--- src/rtl/datapath_pkg.sv ---
// Shared datapath definitions: operand-stage FSM states, B-path shift encodings
// and the ALU opcode values used by both the operand stage and the ALU.
package datapath_pkg;

  localparam int DATA_W = 16;
  localparam int NREGS  = 8;
  localparam int REG_AW = 3;

  typedef enum logic [1:0] {
    SH_NONE = 2'b00,
    SH_LSL  = 2'b01,
    SH_LSR  = 2'b10,
    SH_ASR  = 2'b11
  } shift_t;

  typedef enum logic [1:0] {
    IDLE = 2'b00,
    RD_A = 2'b01,
    RD_B = 2'b10,
    HOLD = 2'b11
  } state_t;

  localparam logic [1:0] ALU_ADD   = 2'b00;
  localparam logic [1:0] ALU_SUB   = 2'b01;
  localparam logic [1:0] ALU_AND   = 2'b10;
  localparam logic [1:0] ALU_NOT_B = 2'b11;

endpackage

--- src/rtl/regfile_1r1w.sv ---
// Register file with one combinational read port and one write port.
// A same-index write bypasses to the read port (write-first); reset clears all entries.
module regfile_1r1w #(
  parameter int DATA_W = 16,
  parameter int NREGS  = 8,
  parameter int REG_AW = 3
) (
  input  logic              clk,
  input  logic              reset,
  input  logic [REG_AW-1:0] rd_addr,
  output logic [DATA_W-1:0] rd_data,
  input  logic              wr_en,
  input  logic [REG_AW-1:0] wr_addr,
  input  logic [DATA_W-1:0] wr_data
);

  logic [DATA_W-1:0] mem [NREGS];

  always_ff @(posedge clk) begin
    if (reset) begin
      for (int i = 0; i < NREGS; i++) mem[i] <= '0;
    end else if (wr_en) begin
      mem[wr_addr] <= wr_data;
    end
  end

  assign rd_data = (wr_en && (wr_addr == rd_addr)) ? wr_data : mem[rd_addr];

endmodule

--- src/rtl/operand_fetch.sv ---
// Operand stage ahead of the ALU: reads Rn then Rm over one read port, applies
// the B-path shifter and asel/bsel muxes, and hands Ain/Bin/ALUop over valid/ready.
module operand_fetch
  import datapath_pkg::*;
#(
  parameter int DATA_W = 16,
  parameter int NREGS  = 8,
  parameter int REG_AW = 3
) (
  input  logic              clk,
  input  logic              reset,
  input  logic              req_valid,
  output logic              req_ready,
  input  logic [REG_AW-1:0] rn,
  input  logic [REG_AW-1:0] rm,
  input  logic [1:0]        shift,
  input  logic              asel,
  input  logic              bsel,
  input  logic [DATA_W-1:0] sximm5,
  input  logic [1:0]        alu_op_in,
  input  logic              wb_en,
  input  logic [REG_AW-1:0] wb_num,
  input  logic [DATA_W-1:0] wb_data,
  output logic [DATA_W-1:0] Ain,
  output logic [DATA_W-1:0] Bin,
  output logic [1:0]        ALUop,
  output logic              out_valid,
  input  logic              out_ready,
  output state_t            dbg_state
);

  // Handshake: a transfer happens on any rising edge where valid && ready are both
  // high; a producer holds its payload stable from raising valid until that edge.

  state_t            state, state_nxt;
  logic [REG_AW-1:0] cap_rn, cap_rm;
  shift_t            cap_shift;
  logic              cap_asel, cap_bsel;
  logic [DATA_W-1:0] cap_imm;
  logic [1:0]        cap_op;
  logic [REG_AW-1:0] rd_addr;
  logic [DATA_W-1:0] rd_data;
  logic [DATA_W-1:0] shifted;

  regfile_1r1w #(
    .DATA_W(DATA_W),
    .NREGS (NREGS),
    .REG_AW(REG_AW)
  ) u_regfile (
    .clk    (clk),
    .reset  (reset),
    .rd_addr(rd_addr),
    .rd_data(rd_data),
    .wr_en  (wb_en),
    .wr_addr(wb_num),
    .wr_data(wb_data)
  );

  // The single read port serves Rn during RD_A and Rm during RD_B.
  assign rd_addr = (state == RD_B) ? cap_rm : cap_rn;

  always_comb begin
    shifted = rd_data;
    case (cap_shift)
      SH_LSL:  shifted = {rd_data[DATA_W-2:0], 1'b0};
      SH_LSR:  shifted = {1'b0, rd_data[DATA_W-1:1]};
      SH_ASR:  shifted = {rd_data[DATA_W-1], rd_data[DATA_W-1:1]};
      default: shifted = rd_data;
    endcase
  end

  always_comb begin
    state_nxt = state;
    case (state)
      IDLE:    if (req_valid) state_nxt = RD_A;
      RD_A:    state_nxt = RD_B;
      RD_B:    state_nxt = HOLD;
      HOLD:    if (out_ready) state_nxt = IDLE;
      default: state_nxt = IDLE;
    endcase
  end

  always_ff @(posedge clk) begin
    if (reset) begin
      state     <= IDLE;
      cap_rn    <= '0;
      cap_rm    <= '0;
      cap_shift <= SH_NONE;
      cap_asel  <= 1'b0;
      cap_bsel  <= 1'b0;
      cap_imm   <= '0;
      cap_op    <= '0;
      Ain       <= '0;
      Bin       <= '0;
      ALUop     <= '0;
    end else begin
      state <= state_nxt;
      if (state == IDLE && req_valid) begin
        cap_rn    <= rn;
        cap_rm    <= rm;
        cap_shift <= shift_t'(shift);
        cap_asel  <= asel;
        cap_bsel  <= bsel;
        cap_imm   <= sximm5;
        cap_op    <= alu_op_in;
      end
      if (state == RD_A) Ain <= cap_asel ? '0 : rd_data;
      if (state == RD_B) begin
        Bin   <= cap_bsel ? cap_imm : shifted;
        ALUop <= cap_op;
      end
    end
  end

  assign req_ready = (state == IDLE);
  assign out_valid = (state == HOLD);
  assign dbg_state = state;

endmodule
--- config.mk ---
export PLATFORM = sky130hd
export DESIGN_NAME = operand_fetch
export DESIGN_NICKNAME = d
export VERILOG_FILES = /design/src/rtl/datapath_pkg.sv /design/src/rtl/regfile_1r1w.sv /design/src/rtl/operand_fetch.sv
export SDC_FILE = /design/constraint.sdc
export NUM_CORES = 1
export LEC_CHECK = 0
export ABC_CLOCK_PERIOD_IN_PS = 3020
export CAP_MARGIN = 20
export CORE_UTILIZATION = 50
export DETAILED_ROUTE_END_ITERATION = 8
export GPL_TIMING_DRIVEN = 1
export PLACE_DENSITY = 0.71
export REMOVE_ABC_BUFFERS = 1
export SLEW_MARGIN = 20
export SYNTH_ARGS = -nofsm -noshare
export SYNTH_HDL_FRONTEND = slang
export SYNTH_SLANG_ARGS = --single-unit
--- constraint.sdc ---
create_clock -name clk -period 3.02 [get_ports clk]
set_input_delay 0.906 -clock clk [delete_from_list [all_inputs] [get_ports clk]]
set_output_delay 0.906 -clock clk [all_outputs]
set_load 0.05 [all_outputs]
After elaboration in Yosys (flattened, before gate mapping)
Memory sizes are Yosys's and may differ from the RTL's.
Index checks and enable logic that the tools add are counted.
- equality and inequality tests: 9
- muxes and demuxes: 16
- reduce and logical (&&, ||, !) cells: 5
- operators with widths (operator ; number):
    $mux W16 ; 4
    $pmux W16 S3 ; 1
    $reduce_or A16 Y1 ; 1
    $eq A2 B2 Y1 const B ; 4
    $pmux W2 S4 ; 1
    $mux W1 ; 6
    $mux W3 ; 2
    $eq A2 B1 Y1 const B ; 2
    $mux W2 ; 2
    $eq A3 B3 Y1 ; 1
    $logic_and A1 B1 Y1 ; 2
    $logic_not A2 Y1 ; 1
    $ne A2 B1 Y1 const B ; 1
    $ne A2 B2 Y1 const B ; 1
    $reduce_and A2 Y1 ; 1
- register bits after elaboration: 64
- memory bits (writable): 128
- output and inout port bits: 38
- word-level logic and storage cells: 42
- memories: 1
- memories (name ; depth ; bits a word ; read ports ; clocked after Yosys merged registers in ; write ports ; line ; source):
    u_regfile.mem ; 8 ; 16 ; 1 ; 0 ; 8 ; regfile_1r1w.sv:17 ; logic [DATA_W-1:0] mem [NREGS];

Depth between registers and ports, before layout
- depth after elaboration: 7
- mapped depth: 13
- gate-level depth less buffers: 9

Hierarchy
A second synthesis with hierarchy kept.
- cells, all modules: 708
- area total of the unflattened synthesis: 9160.0 um^2
- by module, submodules not included (module ; instances ; cells an instance ; area each (um^2) ; sequential area each (um^2)):
    regfile_1r1w ; 1 ; 364 ; 6169.7 ; 3843.7
    operand_fetch ; 1 ; 344 ; 2990.4 ; 1281.2

Worst setup path after synthesis
Ideal clock, no wire load.
- path type: register -> register
- start point: register state[0], in the netlist dbg_state[0]
- end point: register Bin[14]
- data arrival time: 2.525 ns
- required time: 2.883 ns
- path slack: 0.358 ns
- stages on the path, launching flop included: 12
- clock period less this slack: 2.662 ns
- cells stage by stage: dfxtp_1 inv_1 ha_1 buf_6 buf_12 buf_6 buf_4 a211oi_1 a221oi_1 o31a_2 a221oi_1 a211oi_1
- word-level cells in the longest chain between the ends: 7
- RTL lines (element ; line ; source):
    start, declared ; operand_fetch.sv:35 ; state_t state, state_nxt;
    start signal, assigned ; operand_fetch.sv:97 ; state <= state_nxt;
    $eq A2 B2 Y1 (*) ; operand_fetch.sv:60, operand_fetch.sv:108 ;
    branches (longest 6 deep; another with $mem_v2 Z8 W16) ; -- ;
    end signal, assigned ; operand_fetch.sv:109 ; Bin <= cap_bsel ? cap_imm : shifted;
    end, declared ; operand_fetch.sv:25 ; output logic [DATA_W-1:0] Bin,
Every way passes the cells marked *.
A chain may end at the register's enable or synchronous reset.

Worst setup path in the final report
- start point: register state[1], in the netlist dbg_state[1]
- end point: output req_ready
- word-level cells in the longest chain between the ends: 1
- RTL lines (element ; line ; source):
    $logic_not A2 Y1 ; operand_fetch.sv:115 ; assign req_ready = (state == IDLE);
    end, declared ; operand_fetch.sv:13 ; output logic req_ready,
No other way between the ends.

==> results.py <==
metrics = {
    "die": {
        "core_um2": 20300,
        "die_area_um2": 21300,
        "ios": 90,
        "die_y_um": 145.9,
        "start_util": 0.5104,
        "die_width_um": 145.9,
        "rows": 52,
    },
    "yosys": {
        "synth_area_leader_cell": "edfxtp_1",
        "synth_most_common_cell": "nand2_1",
        "ys_types": 74,
        "ys_top_cells_by_area": "edfxtp_1 37%, dfxtp_1 12%, and2_1 7.5%",
        "async_flop_share": 0,
        "postSynthAreaPerCell_um2": 9.664,
        "ys_seq_area_frac": 0.4947,
        "synthCells": 1072,
        "synth_edf_count": 128,
        "yosys.area.top_type_share": 0.3710,
        "yosys_warnings": 0,
        "synth_ff_type": "edfxtp_1",
        "synth_common_cells": "137 x nand2_1, 128 x edfxtp_1, 124 x and2_1",
        "synth_area_um2": 10360,
        "yosys_register_bits": 192,
    },
    "grt": {
        "grt_pass1_vias": 8539,
        "gr-total-overflow": 0,
        "grt_max_degree": 47,
        "antenna_found_initial": 0,
        "track_usage": 0.3031,
        "grt_pass1_wl_mm": 49.19,
    },
    "placement": {
        "gp_congestion": 0.9094,
        "placed_area_um2": 11740,
        "hpwl_mm": 21.81,
        "io_buffers": 89,
    },
    "sta": {
        "grt_setup_unrepaired": "no",
        "finClkSkew_ns": 0.01377,
        "slew_headroom": 0.3002,
        "setup_violations": 0,
        "final_hold_viol_count": 0,
        "tns_ns": 0,
        "slew_violations": 0,
        "fmax_mhz": 342.5,
        "worst_pin_slew_ns": 1.048,
        "hold_slack_ns": 0.4544,
        "finalWorstPathRequiredPeriod_ns": 2.920,
        "fin_crit_sh": 0.9668,
    },
    "cells_and_area": {
        "drive_gt1_frac": 0.1329,
        "utilization": 0.6069,
        "nFillCells": 1742,
        "seq_area_um2": 5126,
        "synthToLayoutAreaGrowth_pct": 18.91,
        "multi_input_area_um2": 4715,
        "final_area_um2": 12320,
        "n_antenna_cell": 0,
        "fin_nets": 1217,
    },
    "critical_path": {
        "worstSetupPathType": "flip-flop to output port",
        "reg2reg_slack_ns": 0.11,
        "crit_chain": "inv_1, ha_1, clkdlybuf4s50_1",
        "worstSetupStartpointType": "flip-flop",
        "startpoint": "dbg_state[1]",
        "crit_required_ns": 2.11,
        "critPathMaxStageDelay_ns": 0.84,
        "crit_path_end": "req_ready",
        "worst_path_max_delay_cell": "clkdlybuf4s50_1",
        "crit_fanout": 5,
        "crit_buf_inv": 2,
        "crit_family": "buffers and inverters",
        "end_kind": "output port",
        "cp.depth": 3,
        "r2r-start": "dbg_state[1]",
        "r2r_cells": 9,
        "arrival_ns": 2.01,
        "rr_endpoint": "Bin[9]",
    },
    "status": {
        "status": "complete, no violations",
    },
    "drt": {
        "dr.pass1.iters": 5,
        "remaining_drc_errors": 0,
        "wire_per_inst_um": 22.16,
        "routed_wl_mm": 32.00,
        "routed-via-count": 8938,
        "viasPerCell": 6.190,
        "drt_iter0_drc": 1011,
        "drtAntennaViolNets": 0,
    },
    "cts": {
        "cts.sinks": 192,
        "clk_pin_slew_ns": 0.08,
        "cts_max_level": 4,
        "cts_root_buf": "clkbuf_16",
        "clk_latency_ns": 0.45,
        "clockBufferDepth": 2,
        "cts_inserted_buffers": 17,
        "cts_tree": "built",
    },
    "power": {
        "fin_total_pwr_mw": 10.30,
        "p_leak_nw": 4.337,
        "vdd_ir_drop_max_uv": 677.2,
        "power_density_nw_per_um2": 836.4,
    },
    "flow_run": {
        "cap_viol_max_count": 0,
    },
    "min_path": {
        "worst_hold_path_type": "flip-flop to flip-flop",
    },
}
==> metrics by stage <==
stage / std cells / setup slack (ns)
after floorplan: 979 / -1.802
after global placement: 1411 / 0.09905
after detailed placement: 1411 / 0.07986
after CTS: 1443 / 0.09733
after global routing: 1444 / 0.01130
final: 1444 / 0.1003
==> cell families (layout without fill, tap and decap cells) <==
| logic type | after synthesis | count (layout) | share of synthesized area |
|---|---|---|---|
| buffers and inverters | 112 | 214 | 0.05254 |
| muxes | 22 | 22 | 0.02464 |
| adders and majority gates | 4 | 4 | 0.004831 |
| AOI/OAI and AO/OA | 333 | 333 | 0.2193 |
| xor gates and xnor gates | 4 | 4 | 0.004831 |
| and+or+nand+nor | 405 | 405 | 0.1992 |
| DFF | 192 | 192 | 0.4947 |
==> power by group <==
part           internal, mW  switching (mW)  total, mW
clock network          1.10            1.12       2.22
registers              3.13           0.274       3.41
logic                  1.71            2.96       4.68
total                  5.95            4.35       10.3
==> tightest hold or removal path, delay by kind of cell (launching register included) <==
kind | cells | cell delay (ns)
simple gates | 1 | 0.05
compound gates | 1 | 0.05
flops | 1 | 0.31
==> worst min-delay path by stage <==
| stage | start | to | slack, ns | cells after the start |
|---|---|---|---|---|
| final | cap_imm[5] | cap_imm[5] | 0.45 | 2 |
| after global routing | cap_imm[9] | cap_imm[9] | 0.47 | 2 |
| after CTS | cap_imm[9] | cap_imm[9] | 0.45 | 2 |
| after detailed placement | cap_imm[9] | cap_imm[9] | 0.44 | 2 |
| after global placement | cap_imm[10] | cap_imm[10] | 0.44 | 2 |
| after floorplan | cap_imm[0] | cap_imm[0] | 0.43 | 2 |
==> what timing repair did <==
action,CTS,global route
hold buffers,0,0
resized for setup,0,2
endpoints found under the setup margin,0,12
setup buffers,0,1
==> per-layer routing <==
| metal | part of all wire | vias up | track usage |
|---|---|---|---|
| met5 | 0 | - | 0 |
| met4 | 0.030 | 0 | 0.1321 |
| li1 | - | 4065 | - |
| met1 | 0.42 | 4299 | 0.4066 |
| met3 | 0.082 | 77 | 0.04577 |
| met2 | 0.47 | 497 | 0.4880 |
==> final cells by class <==
type	instances	area share
inverter	19	0.005789
multi-input combinational	768	0.3827
sequential	192	0.4161
clock inverter	14	0.01077
tap	270	0.02742
clock buffer	18	0.03484
timing repair buffer	163	0.1224
==> layout by cell type (no fill, tap or decap), types with 15 or more instances in the layout <==
master / Yosys / final
a221oi_1: 16 / 16
edfxtp_1: 128 / 128
o21ai_0: 49 / 49
a21oi_1: 103 / 103
clkdlybuf4s50_1: 0 / 88
nor3_1: 15 / 15
nor2b_1: 22 / 22
buf_4: 6 / 68
nor2_1: 61 / 61
mux2i_1: 18 / 18
clkbuf_16: 0 / 17
and2_1: 124 / 124
dfxtp_1: 64 / 63
a211oi_1: 38 / 38
inv_1: 16 / 16
nand2_1: 137 / 136
==> flip-flops by register name (all words and copies together), names as in the netlist, 3 cells and up <==
signal	flops
Ain	16
Bin	16
cap_imm	16
cap_rm	3
cap_rn	3
u_regfile.mem	128
Note: power is estimated with default switching activity, not from simulation.
